===== config.mk =====
export PLATFORM = sky130hd
export DESIGN_NAME = asi_rw_arb_flat
export DESIGN_NICKNAME = d
export VERILOG_FILES = /design/src/rtl/asi_rw_arb_if.sv /design/src/rtl/asi_rw_arb.sv /design/src/flat_wrapper.sv
export SDC_FILE = /design/constraint.sdc
export NUM_CORES = 1
export LEC_CHECK = 0
export ABC_AREA = 0
export CAP_MARGIN = 10
export CORE_AREA = 2 2 39 41
export CTS_CLUSTER_SIZE = 25
export DETAILED_ROUTE_END_ITERATION = 7
export DIE_AREA = 0 0 41 43
export PLACE_DENSITY = 0.59
export SLEW_MARGIN = 10
export SYNTH_ARGS = -nofsm -noshare
export SYNTH_HDL_FRONTEND = slang
export SYNTH_SLANG_ARGS = --single-unit

===== constraint.sdc =====
create_clock -name usr_clk -period 2.9 [get_ports usr_clk]
set_input_delay 0.435 -clock usr_clk [delete_from_list [all_inputs] [get_ports usr_clk]]
set_output_delay 0.435 -clock usr_clk [all_outputs]
set_load 0.01 [all_outputs]

===== src/rtl/asi_rw_arb_if.sv =====
// Request/grant bundle between the read/write requesters and the user-memory-port arbiter.
interface asi_rw_arb_if;
  logic       m_arff_rvalid;
  logic       m_rbusy;
  logic       m_rlast;
  logic       rgranted;
  logic       m_awff_rvalid;
  logic       m_wbusy;
  logic       m_wlast;
  logic       wgranted;
  logic [1:0] arb_owner;

  modport master (
    output m_arff_rvalid, m_rbusy, m_rlast, m_awff_rvalid, m_wbusy, m_wlast,
    input  rgranted, wgranted, arb_owner
  );

  modport slave (
    input  m_arff_rvalid, m_rbusy, m_rlast, m_awff_rvalid, m_wbusy, m_wlast,
    output rgranted, wgranted, arb_owner
  );
endinterface


===== src/rtl/asi_rw_arb.sv =====
// Read/write arbiter for the shared user memory port. A grant is held for a whole burst;
// the policy (round-robin, read priority, write priority) only matters on a tie.
module asi_rw_arb #(
  parameter int unsigned ARB_MODE = 0
) (
  input logic         usr_clk,
  input logic         usr_reset_n,
  asi_rw_arb_if.slave bus
);

  typedef enum logic [1:0] {
    StIdle = 2'b00,
    StRGnt = 2'b01,
    StWGnt = 2'b10
  } state_e;

  localparam logic SideRead  = 1'b0;
  localparam logic SideWrite = 1'b1;

  state_e state_q;
  logic   last_served_q;

  // Next owner from the request pair; last_w is the side that most recently finished.
  // Any mode other than 1 or 2 falls back to round-robin.
  function automatic state_e pick(input logic rreq, input logic wreq, input logic last_w);
    state_e nxt;
    if (rreq && wreq) begin
      if (ARB_MODE == 1)      nxt = StRGnt;
      else if (ARB_MODE == 2) nxt = StWGnt;
      else                    nxt = (last_w == SideWrite) ? StRGnt : StWGnt;
    end else if (rreq) begin
      nxt = StRGnt;
    end else if (wreq) begin
      nxt = StWGnt;
    end else begin
      nxt = StIdle;
    end
    return nxt;
  endfunction

  always_ff @(posedge usr_clk or negedge usr_reset_n) begin
    if (!usr_reset_n) begin
      state_q       <= StIdle;
      last_served_q <= SideWrite;
    end else begin
      unique case (state_q)
        StIdle: begin
          state_q <= pick(bus.m_arff_rvalid, bus.m_awff_rvalid, last_served_q);
        end
        // Activity on the non-granted side is ignored while a burst is owned.
        StRGnt: begin
          if (bus.m_rbusy && bus.m_rlast) begin
            last_served_q <= SideRead;
            state_q       <= pick(bus.m_arff_rvalid, bus.m_awff_rvalid, SideRead);
          end else if (!bus.m_rbusy && !bus.m_arff_rvalid) begin
            state_q <= StIdle;
          end
        end
        StWGnt: begin
          if (bus.m_wbusy && bus.m_wlast) begin
            last_served_q <= SideWrite;
            state_q       <= pick(bus.m_arff_rvalid, bus.m_awff_rvalid, SideWrite);
          end else if (!bus.m_wbusy && !bus.m_awff_rvalid) begin
            state_q <= StIdle;
          end
        end
        default: state_q <= StIdle;
      endcase
    end
  end

  // Outputs decode the state register only, so no input reaches them combinationally.
  assign bus.rgranted  = (state_q == StRGnt);
  assign bus.wgranted  = (state_q == StWGnt);
  assign bus.arb_owner = state_q;

endmodule

===== src/flat_wrapper.sv =====
// flat-port wrapper written by rule: the top's interface ports become plain ports
module asi_rw_arb_flat 
#(
  parameter int unsigned ARB_MODE = 0
)
  (usr_clk, usr_reset_n, bus_m_arff_rvalid, bus_m_rbusy, bus_m_rlast, bus_m_awff_rvalid, bus_m_wbusy, bus_m_wlast, bus_rgranted, bus_wgranted, bus_arb_owner);
  asi_rw_arb_if bus_i ();
  input logic usr_clk;
  input logic usr_reset_n;
  input wire logic [$bits(bus_i.m_arff_rvalid)-1:0] bus_m_arff_rvalid;
  input wire logic [$bits(bus_i.m_rbusy)-1:0] bus_m_rbusy;
  input wire logic [$bits(bus_i.m_rlast)-1:0] bus_m_rlast;
  input wire logic [$bits(bus_i.m_awff_rvalid)-1:0] bus_m_awff_rvalid;
  input wire logic [$bits(bus_i.m_wbusy)-1:0] bus_m_wbusy;
  input wire logic [$bits(bus_i.m_wlast)-1:0] bus_m_wlast;
  output wire logic [$bits(bus_i.rgranted)-1:0] bus_rgranted;
  output wire logic [$bits(bus_i.wgranted)-1:0] bus_wgranted;
  output wire logic [$bits(bus_i.arb_owner)-1:0] bus_arb_owner;
  assign bus_i.m_arff_rvalid = bus_m_arff_rvalid;
  assign bus_i.m_rbusy = bus_m_rbusy;
  assign bus_i.m_rlast = bus_m_rlast;
  assign bus_i.m_awff_rvalid = bus_m_awff_rvalid;
  assign bus_i.m_wbusy = bus_m_wbusy;
  assign bus_i.m_wlast = bus_m_wlast;
  assign bus_rgranted = bus_i.rgranted;
  assign bus_wgranted = bus_i.wgranted;
  assign bus_arb_owner = bus_i.arb_owner;
  asi_rw_arb #(.ARB_MODE(ARB_MODE)) u_core (.usr_clk(usr_clk), .usr_reset_n(usr_reset_n), .bus(bus_i));
endmodule

==> flow_summary.toml <==
[pwr]
total_power_mw = 0.3812
leakage_nw = 0.1912
vdd_drop_max_mv = 0.3564
power_density_nw_per_um2 = 837.1

[sta]
min_period_over_period_pct = 68.94
relSlewSlack_pct = 83.20
setup-tns-final_ns = 0
clock_skew_ns = 0.0007515
drv_slew = 0
period_needed_ns = 1.999
setup_viol = 0
max_freq_ghz = 0.5002
rsz0062_at_grt = "false"
tightest_slew_ns = 0.2480
hold_viol = 0
final.setup.worst_slack_ns = 0.9006

[layout]
multiInputGateArea_um2 = 207.7
antenna_cells = 0
design_area_um2 = 455.4
nFillCells = 147
nets = 58
seqCellArea_um2 = 76.32
drive_gt1_share_pct = 20.00
area_growth_pct = 52.30
fin_util_pct = 32.91

[route]
drtPass1Iterations = 2
num_vias = 283
drt_iter0_drc = 2
drc = 0
viasPerCell = 4.639
wl_per_cell_um = 10.93
ant_nets = 0
wl_um = 667

[synthesis]
avgSynthCellArea_um2 = 9.968
async_flop_share_pct = 100.0
synth_edf_count = 0
yosysSeqAreaShare_pct = 25.52
yosysTopAreaCell = "dfrtp_1"
synth_commonest_cells = "ha_1, inv_1, a21boi_0, dfrtp_1"
synth_top_area_share_pct = 16.74
syn_area_um2 = 299.0
synth_fp_nets = 42
syn_inst = 30
ys_ff_latch = 3
synth_top_flop_cell = "dfrtp_1"
yosys_warnings = 0
yosysUniqueCellTypes = 22
synthTopCellsByArea = "dfrtp_1, ha_1, dfstp_2"

[floorplan]
rows = 14
die_y_um = 43
die_w_um = 41
die-area_um2 = 1763
io_pins = 12
core_um2 = 1384
start_util_pct = 21.61

[clocking]
cts_tree = "built"
cts_max_level = 1
root_buffer = "clkbuf_4"
cts.clk_slew.worst_paths_ns = 0.04
post_cts_buffers = 0
post_cts_resized = 0
clock_tree.buffer_depth = 2
numCtsBuffers = 3
clk_latency_ns = 0.23
cts_hold_buf = 0
clkSinkCount = 3

[global_routing]
grt_pass1_wl_mm = 1.097
grt_max_degree = 6
grt_pass1_vias = 291
grt_usage_pct = 9.668
antenna_found_initial = 0
gr-total-overflow = 0

[worst_setup_path]
startpoint = "u_core.bus.arb_owner[0]"
cp.arrival_ns = 1.56
endpoint_kind = "output port"
reg2reg_from = "u_core.bus.arb_owner[0]"
startpoint_type = "flop"
worstPathRequired_ns = 2.47
path_class = "flop to output port"
cp_max_fo = 5

[status]
status = "completed"

[placement]
gp_congestion = 0.8131
numPortBuffers = 11
place_ws_ns = 1.146
post_dp_cell_area_um2 = 429.2

[worst_hold_path]
hp-class = "primary input to asynchronous set/reset pin"

[job]
max-cap-violations = 0
==> routing by layer <==
layer	vias up	wire length [um]	global-route usage, %
li1	144	-	-
met1	128	277	10.39
met2	11	318	13.13
met3	0	71	4.712
met4	0	0	8.667
met5	-	0	0
==> through the flow <==
step           instances  hold WS [ns]
5_1_grt               61        0.3704
3_3_place_gp          57        0.5161
3_5_place_dp          57        0.5244
6_report              61        0.3849
4_1_cts               61        0.3764
2_1_floorplan         30        0.1394
==> cells by family after synthesis <==
kind of cell	after synthesis	share of synthesized area, %
compound gates	11	33.47
fa+ha+maj	4	16.74
buf+inv	4	5.019
flops	3	25.53
mux	1	3.347
simple gates	7	15.90
==> worst max-delay path: stages, from the launching register on <==
cell,delay [ns]
dfrtp_1,0.41
inv_1,0.12
ha_1,0.24
clkdlybuf4s50_1,0.57
==> path summary, 6_finish.rpt <==
| path | to | slack, ns | depth (start not counted) |
|---|---|---|---|
| setup reg to reg | u_core.bus.arb_owner[1] | 1.40 | 5 |
| max in group asynchronous | u_core.last_served_q | 2.30 | 1 |
| hold reg to reg | u_core.last_served_q | 0.53 | 1 |
| setup / recovery | bus_wgranted | 0.90 | 3 |
| min in group usr_clk | u_core.last_served_q | 0.53 | 1 |
| hold / removal | u_core.bus.arb_owner[1] | 0.38 | 1 |
==> layout by cell type (no fill, tap or decap) <==
| master | netlist | routed |
|---|---|---|
| a221oi_2 | 1 | 1 |
| dfstp_2 | 1 | 1 |
| clkbuf_1 | 0 | 1 |
| o32a_1 | 1 | 1 |
| a21boi_2 | 1 | 1 |
| dfrtp_1 | 2 | 2 |
| ha_1 | 4 | 4 |
| clkbuf_4 | 0 | 3 |
| a22oi_2 | 1 | 1 |
| and3_2 | 1 | 1 |
| o21ai_0 | 1 | 1 |
| mux2i_1 | 1 | 1 |
| clkdlybuf4s50_1 | 0 | 11 |
| or2b_1 | 1 | 1 |
| or2_4 | 1 | 1 |
| o21a_1 | 1 | 1 |
| and4b_1 | 1 | 1 |
| inv_1 | 4 | 4 |
| a31oi_1 | 1 | 1 |
| nor3_1 | 1 | 1 |
| o2bb2ai_1 | 1 | 1 |
| o311ai_1 | 1 | 1 |
| nand2_1 | 1 | 1 |
| nand3_1 | 1 | 1 |
| a21boi_0 | 2 | 2 |
==> area by class of cell <==
| cell class | instances | share of cell area [%] |
|---|---|---|
| Tap cell | 16 | 4.396 |
| Multi-Input combinational cell | 23 | 45.60 |
| Sequential cell | 3 | 16.76 |
| Clock buffer | 4 | 5.769 |
| Inverter | 4 | 3.297 |
| Timing Repair Buffer | 11 | 24.18 |
==> power breakdown <==
group / internal, mW / switching [mW]
Sequential: 0.0634 / 0.0179
Combinational: 0.122 / 0.106
Clock: 0.0515 / 0.0204
Total: 0.237 / 0.145
==> registers in the layout (all words and copies together) (netlist names) <==
| signal | flops |
|---|---|
| u_core.bus.arb_owner | 2 |
| u_core.last_served_q | 1 |
(Power assumes the default switching activity.)
==> RTL edit 1, RTL diff (same settings) <==
Make the reset (`usr_reset_n`) synchronous in one clocked block.
--- a/src/rtl/asi_rw_arb.sv
+++ b/src/rtl/asi_rw_arb.sv
@@ -38,7 +38,7 @@
     return nxt;
   endfunction
 
-  always_ff @(posedge usr_clk or negedge usr_reset_n) begin
+  always_ff @(posedge usr_clk) begin
     if (!usr_reset_n) begin
       state_q       <= StIdle;
       last_served_q <= SideWrite;
Behaviour: differs if usr_reset_n is asserted again (counterexample within 4 cycles, from zero or initial values and one cycle with usr_reset_n low); with usr_reset_n held inactive, the same outputs for 10 cycles.
==> RTL edit 1 against the unedited design <==
Final area decreased by 23%. Sequential cell count did not move. Fmax grew 7.7%. Routed wire length fell by 25%. Power fell by 56%. Synthesized area fell by 35%. Worst setup slack improved by 0.14 ns. First-iteration DRC count shrank 100%. Non-clock buffer count is the same. Critical path type unchanged. Critical endpoint is now bus_rgranted. Highest routed layer is now met4.
==> RTL edit 1: results (changes against the unedited design) <==
Setup path
  – RR Startpoint: u_core.bus.arb_owner[1]$_SDFFE_PN0P_ (was u_core.bus.arb_owner[0]$_DFFE_PN0P_)
  – R2r worst-path depth: 4 (was 5)
  – R2R Path End: u_core.bus.arb_owner[0]$_SDFFE_PN0P_ (was u_core.bus.arb_owner[1]$_DFFE_PN0P_)
  – Worst Path Arrival: 1.42 ns (was 1.56 ns)
  – Crit Path Max Fanout: 7 (was 5)
  – Reg-to-reg setup timing slack: 1.81 ns (was 1.40 ns)

Synthesis
  – Syn Inst Count: 23 (was 30)
  – Sequential fraction of the synthesis area: 31.0% (was 25.5%)
  – Commonest cells in the netlist: 5 x nand2_1, 3 x dfxtp_1 (was 4 x ha_1, 4 x inv_1, 2 x a21boi_0, 2 x dfrtp_1)
  – Syn Nets: 31 (was 42)
  – Synth unique cells: 17 (was 22)
  – FFs w/ async S/R, synth: 0% (was 100%)
  – Top post-synthesis cells by area: dfxtp_1 31%, nand2_1 9.7%, a311o_2 5.8% (was dfrtp_1 17%, ha_1 17%, dfstp_2 8.8%)

GRT
  – GRT Total Usage: 7.31% (was 9.67%)
  – First-pass GRT wire length: 793 um (was 1100 um)
  – Vias in the first global route: 226 (was 291)

Outcome
  – Status: finished clean (unchanged)

Placement
  – Placed cell count: 50 (was 57)
  – Routability cong.: 0.652 (was 0.813)

Power and ir drop
  – Switching pwr: 0.0427 mW (was 0.145 mW)
  – Seq pwr: 0.0509 mW (was 0.0813 mW)
  – Flop pwr share: 30.1% (was 21.3%)

Cells and area
  – Nets@finish: 47 (was 58)
  – Non-filler cells, final: 54 (was 61)
  – Layout cells sized above 1: 18.4% (was 20.0%)
  – Cell area after layout: 350 um2 (was 455 um2)
  – # fillers: 155 (was 147)

Min path
  – Hold crit path type: flop to flop (was input port to async pin)

Detailed routing
  – DR WL/cell: 9.30 um (was 10.9 um)
  – Starting DRT DRC Count: 0 (was 2)
  – Routed vias/inst: 4.28 (was 4.64)

Clocking
  – Clk Latency, worst-skew pair: 0.23 ns (about the same)

STA
  – Hold WS: 0.485 ns (was 0.385 ns)
  – Fmax: 539 MHz (was 500 MHz)
  – Measured slew at the worst slew-check pin: 0.237 ns (was 0.248 ns)
==> RTL edit 1: changes by cell type after synthesis, moves of 2 or more <==
cell,delta
dfxtp_1,+3
dfrtp_1,-2
a21boi_0,-2
nand2_1,+4
inv_1,-3
ha_1,-4
==> RTL edit 1: final cells by class <==
class | count | share of cell area, %
Clock buffer | 4 | 7.50
Inverter | 1 | 1.07
Multi-Input combinational cell | 19 | 37.1
Sequential cell | 3 | 17.1
Tap cell | 16 | 5.71
Timing Repair Buffer | 11 | 31.4
==> RTL edit 1: worst max path at each step <==
stage,startpoint,endpoint,slack [ns],cells after the start
3_5_place_dp,u_core.bus.arb_owner[0]$_SDFFE_PN0P_,bus_rgranted,1.28,2
4_1_cts,u_core.bus.arb_owner[0]$_SDFFE_PN0P_,bus_rgranted,1.02,2
5_1_grt,u_core.bus.arb_owner[0]$_SDFFE_PN0P_,bus_rgranted,0.96,2
6_report,u_core.bus.arb_owner[0]$_SDFFE_PN0P_,bus_rgranted,1.04,2
2_1_floorplan,u_core.bus.arb_owner[0]$_SDFFE_PN0P_,bus_rgranted,1.78,1
3_3_place_gp,u_core.bus.arb_owner[0]$_SDFFE_PN0P_,bus_rgranted,1.28,2
==> RTL edit 1: routing by layer <==
| layer | global-route usage, % | part of all wire [%] | vias to the layer above |
|---|---|---|---|
| met4 | 8.00 | 1.4 | 0 |
| met3 | 3.14 | 7.4 | 2 |
| met1 | 6.07 | 36 | 104 |
| met2 | 11.3 | 54 | 5 |
| li1 | - | - | 120 |
| met5 | 0 | 0 | - |
==> RTL edit 1: kinds of logic after synthesis <==
kind of cell | Yosys count | share of synthesized area, %
AO/OA/AOI/OAI | 8 | 32.9
buffers and inverters | 1 | 1.93
AND/OR/NAND/NOR | 11 | 34.2
flip-flops | 3 | 31.0
==> RTL edit 2, RTL diff (same flow settings) <==
Without the edit above. `ARB_MODE` is set to 0 in 2 places; all go to 1.
--- a/src/rtl/asi_rw_arb.sv
+++ b/src/rtl/asi_rw_arb.sv
@@ -1,7 +1,7 @@
 // Read/write arbiter for the shared user memory port. A grant is held for a whole burst;
 // the policy (round-robin, read priority, write priority) only matters on a tie.
 module asi_rw_arb #(
-  parameter int unsigned ARB_MODE = 0
+  parameter int unsigned ARB_MODE = 1
 ) (
   input logic         usr_clk,
   input logic         usr_reset_n,
--- a/src/flat_wrapper.sv
+++ b/src/flat_wrapper.sv
@@ -1,7 +1,7 @@
 // flat-port wrapper written by rule: the top's interface ports become plain ports
 module asi_rw_arb_flat 
 #(
-  parameter int unsigned ARB_MODE = 0
+  parameter int unsigned ARB_MODE = 1
 )
   (usr_clk, usr_reset_n, bus_m_arff_rvalid, bus_m_rbusy, bus_m_rlast, bus_m_awff_rvalid, bus_m_wbusy, bus_m_wlast, bus_rgranted, bus_wgranted, bus_arb_owner);
   asi_rw_arb_if bus_i ();
Check against the original RTL: not equivalent (a bounded check fails within 4 cycles, from zero or initial values and one cycle with usr_reset_n low).
==> RTL edit 2 against the unedited design <==
Power down 54%. Routed wire length shrank 52%. Synthesized area decreased by 59%. Non-clock buffer count did not move. Sequential cell count is 1 lower. Final area down 40%. Via count shrank 46%. Worst setup slack better by 0.21 ns. Fmax up 12%. Critical path type unchanged. Highest routed layer unchanged.
==> RTL edit 2: results (changes against the unedited design) <==
Outcome
  – Status: finished clean (unchanged)

Cells and area
  – Layout cells sized above 1: 11.1% (was 20.0%)
  – Max FFs per register: 2 (unchanged)
  – Nets@finish: 37 (was 58)

Power and ir drop
  – P_leak: 0.117 nW (was 0.191 nW)
  – Worst VDD drop: 104 uV (was 356 uV)

Detailed routing
  – Starting DRT DRC Count: 1 (was 2)
  – DR WL met2: 193 um (was 318 um)
  – WL met3: 39 um (was 71 um)
  – Via count: 153 (was 283)
  – Met1 wire length: 84 um (was 277 um)
  – DR WL/cell: 7.37 um (was 10.9 um)

Placement
  – Placed cell count: 40 (was 57)
  – Routability cong.: 0.501 (was 0.813)
  – Area of placed instances: 251 um2 (was 429 um2)
  – Port bufs: 11 (unchanged)
  – Worst slack, placed: 1.33 ns (was 1.15 ns)

Setup path
  – Worst path max stage delay: 0.52 ns (was 0.57 ns)
  – R2r worst-path depth: 3 (was 5)
  – Cell count along the critical path: 2 (was 3)
  – Crit Path Max Fanout: 7 (was 5)
  – Worst path slowest cell: clkdlybuf4s50_1 (unchanged)

Synthesis
  – Commonest cells in the netlist: 2 x dfrtp_1, 2 x inv_1 (was 4 x ha_1, 4 x inv_1, 2 x a21boi_0, 2 x dfrtp_1)
  – Sequential fraction of the synthesis area: 41.2% (was 25.5%)
  – Top post-synthesis cells by area: dfrtp_1 41%, a21bo_1 8.2%, a32oi_1 7.2% (was dfrtp_1 17%, ha_1 17%, dfstp_2 8.8%)
  – Synth unique cells: 11 (was 22)
  – Syn Nets: 21 (was 42)

STA
  – Clock skew: 0.0000702 ns (was 0.000751 ns)
  – Measured slew at the worst slew-check pin: 0.234 ns (was 0.248 ns)

GRT
  – Largest net degree at the start of global routing: 8 (was 6)
  – First-pass GRT wire length: 462 um (was 1100 um)

Clocking
  – Clk Latency, worst-skew pair: around 0.22 ns
==> RTL edit 2: metal layers <==
metal  up-vias  track usage [%]
met5         -                0
met4         0             8.00
met3         0             3.14
met2         7             6.88
met1        69             2.24
li1         77                -
==> RTL edit 2: final cells by class <==
| cell class | instances | area, um2 |
|---|---|---|
| Sequential cell | 2 | 50.0 |
| Inverter | 2 | 7.51 |
| Timing Repair Buffer | 11 | 110 |
| Fill cell | 159 | 1110 |
| Clock buffer | 3 | 22.5 |
| Multi-Input combinational cell | 9 | 63.8 |
| Tap cell | 16 | 20.0 |
==> RTL edit 2: kinds of logic after synthesis <==
group | after synthesis | synth area share, %
compound gates | 6 | 38.1
flops | 2 | 41.2
simple gates | 3 | 14.4
buf+inv | 2 | 6.19
==> RTL edit 2: report_power, final <==
group          internal, mW  switching (mW)
logic                0.0459          0.0219
clock network        0.0456          0.0150
registers            0.0356         0.00966
total                 0.127          0.0466
==> RTL edit 2: final timing paths <==
path	slack, ns	to
max	1.11	bus_wgranted
min	0.38	u_core.bus.arb_owner[0]$_DFFE_PN0P_
max reg2reg	1.91	u_core.bus.arb_owner[1]$_DFFE_PN0P_
min reg2reg	0.52	u_core.bus.arb_owner[1]$_DFFE_PN0P_
max in group asynchronous	2.41	u_core.bus.arb_owner[1]$_DFFE_PN0P_
min in group usr_clk	0.52	u_core.bus.arb_owner[1]$_DFFE_PN0P_
==> RTL edit 2: worst reg2reg max path, stage by stage (launching register included) <==
cell	delay [ns]
dfrtp_1	0.40
a21bo_1	0.23
a32oi_1	0.18
a21oi_1	0.06
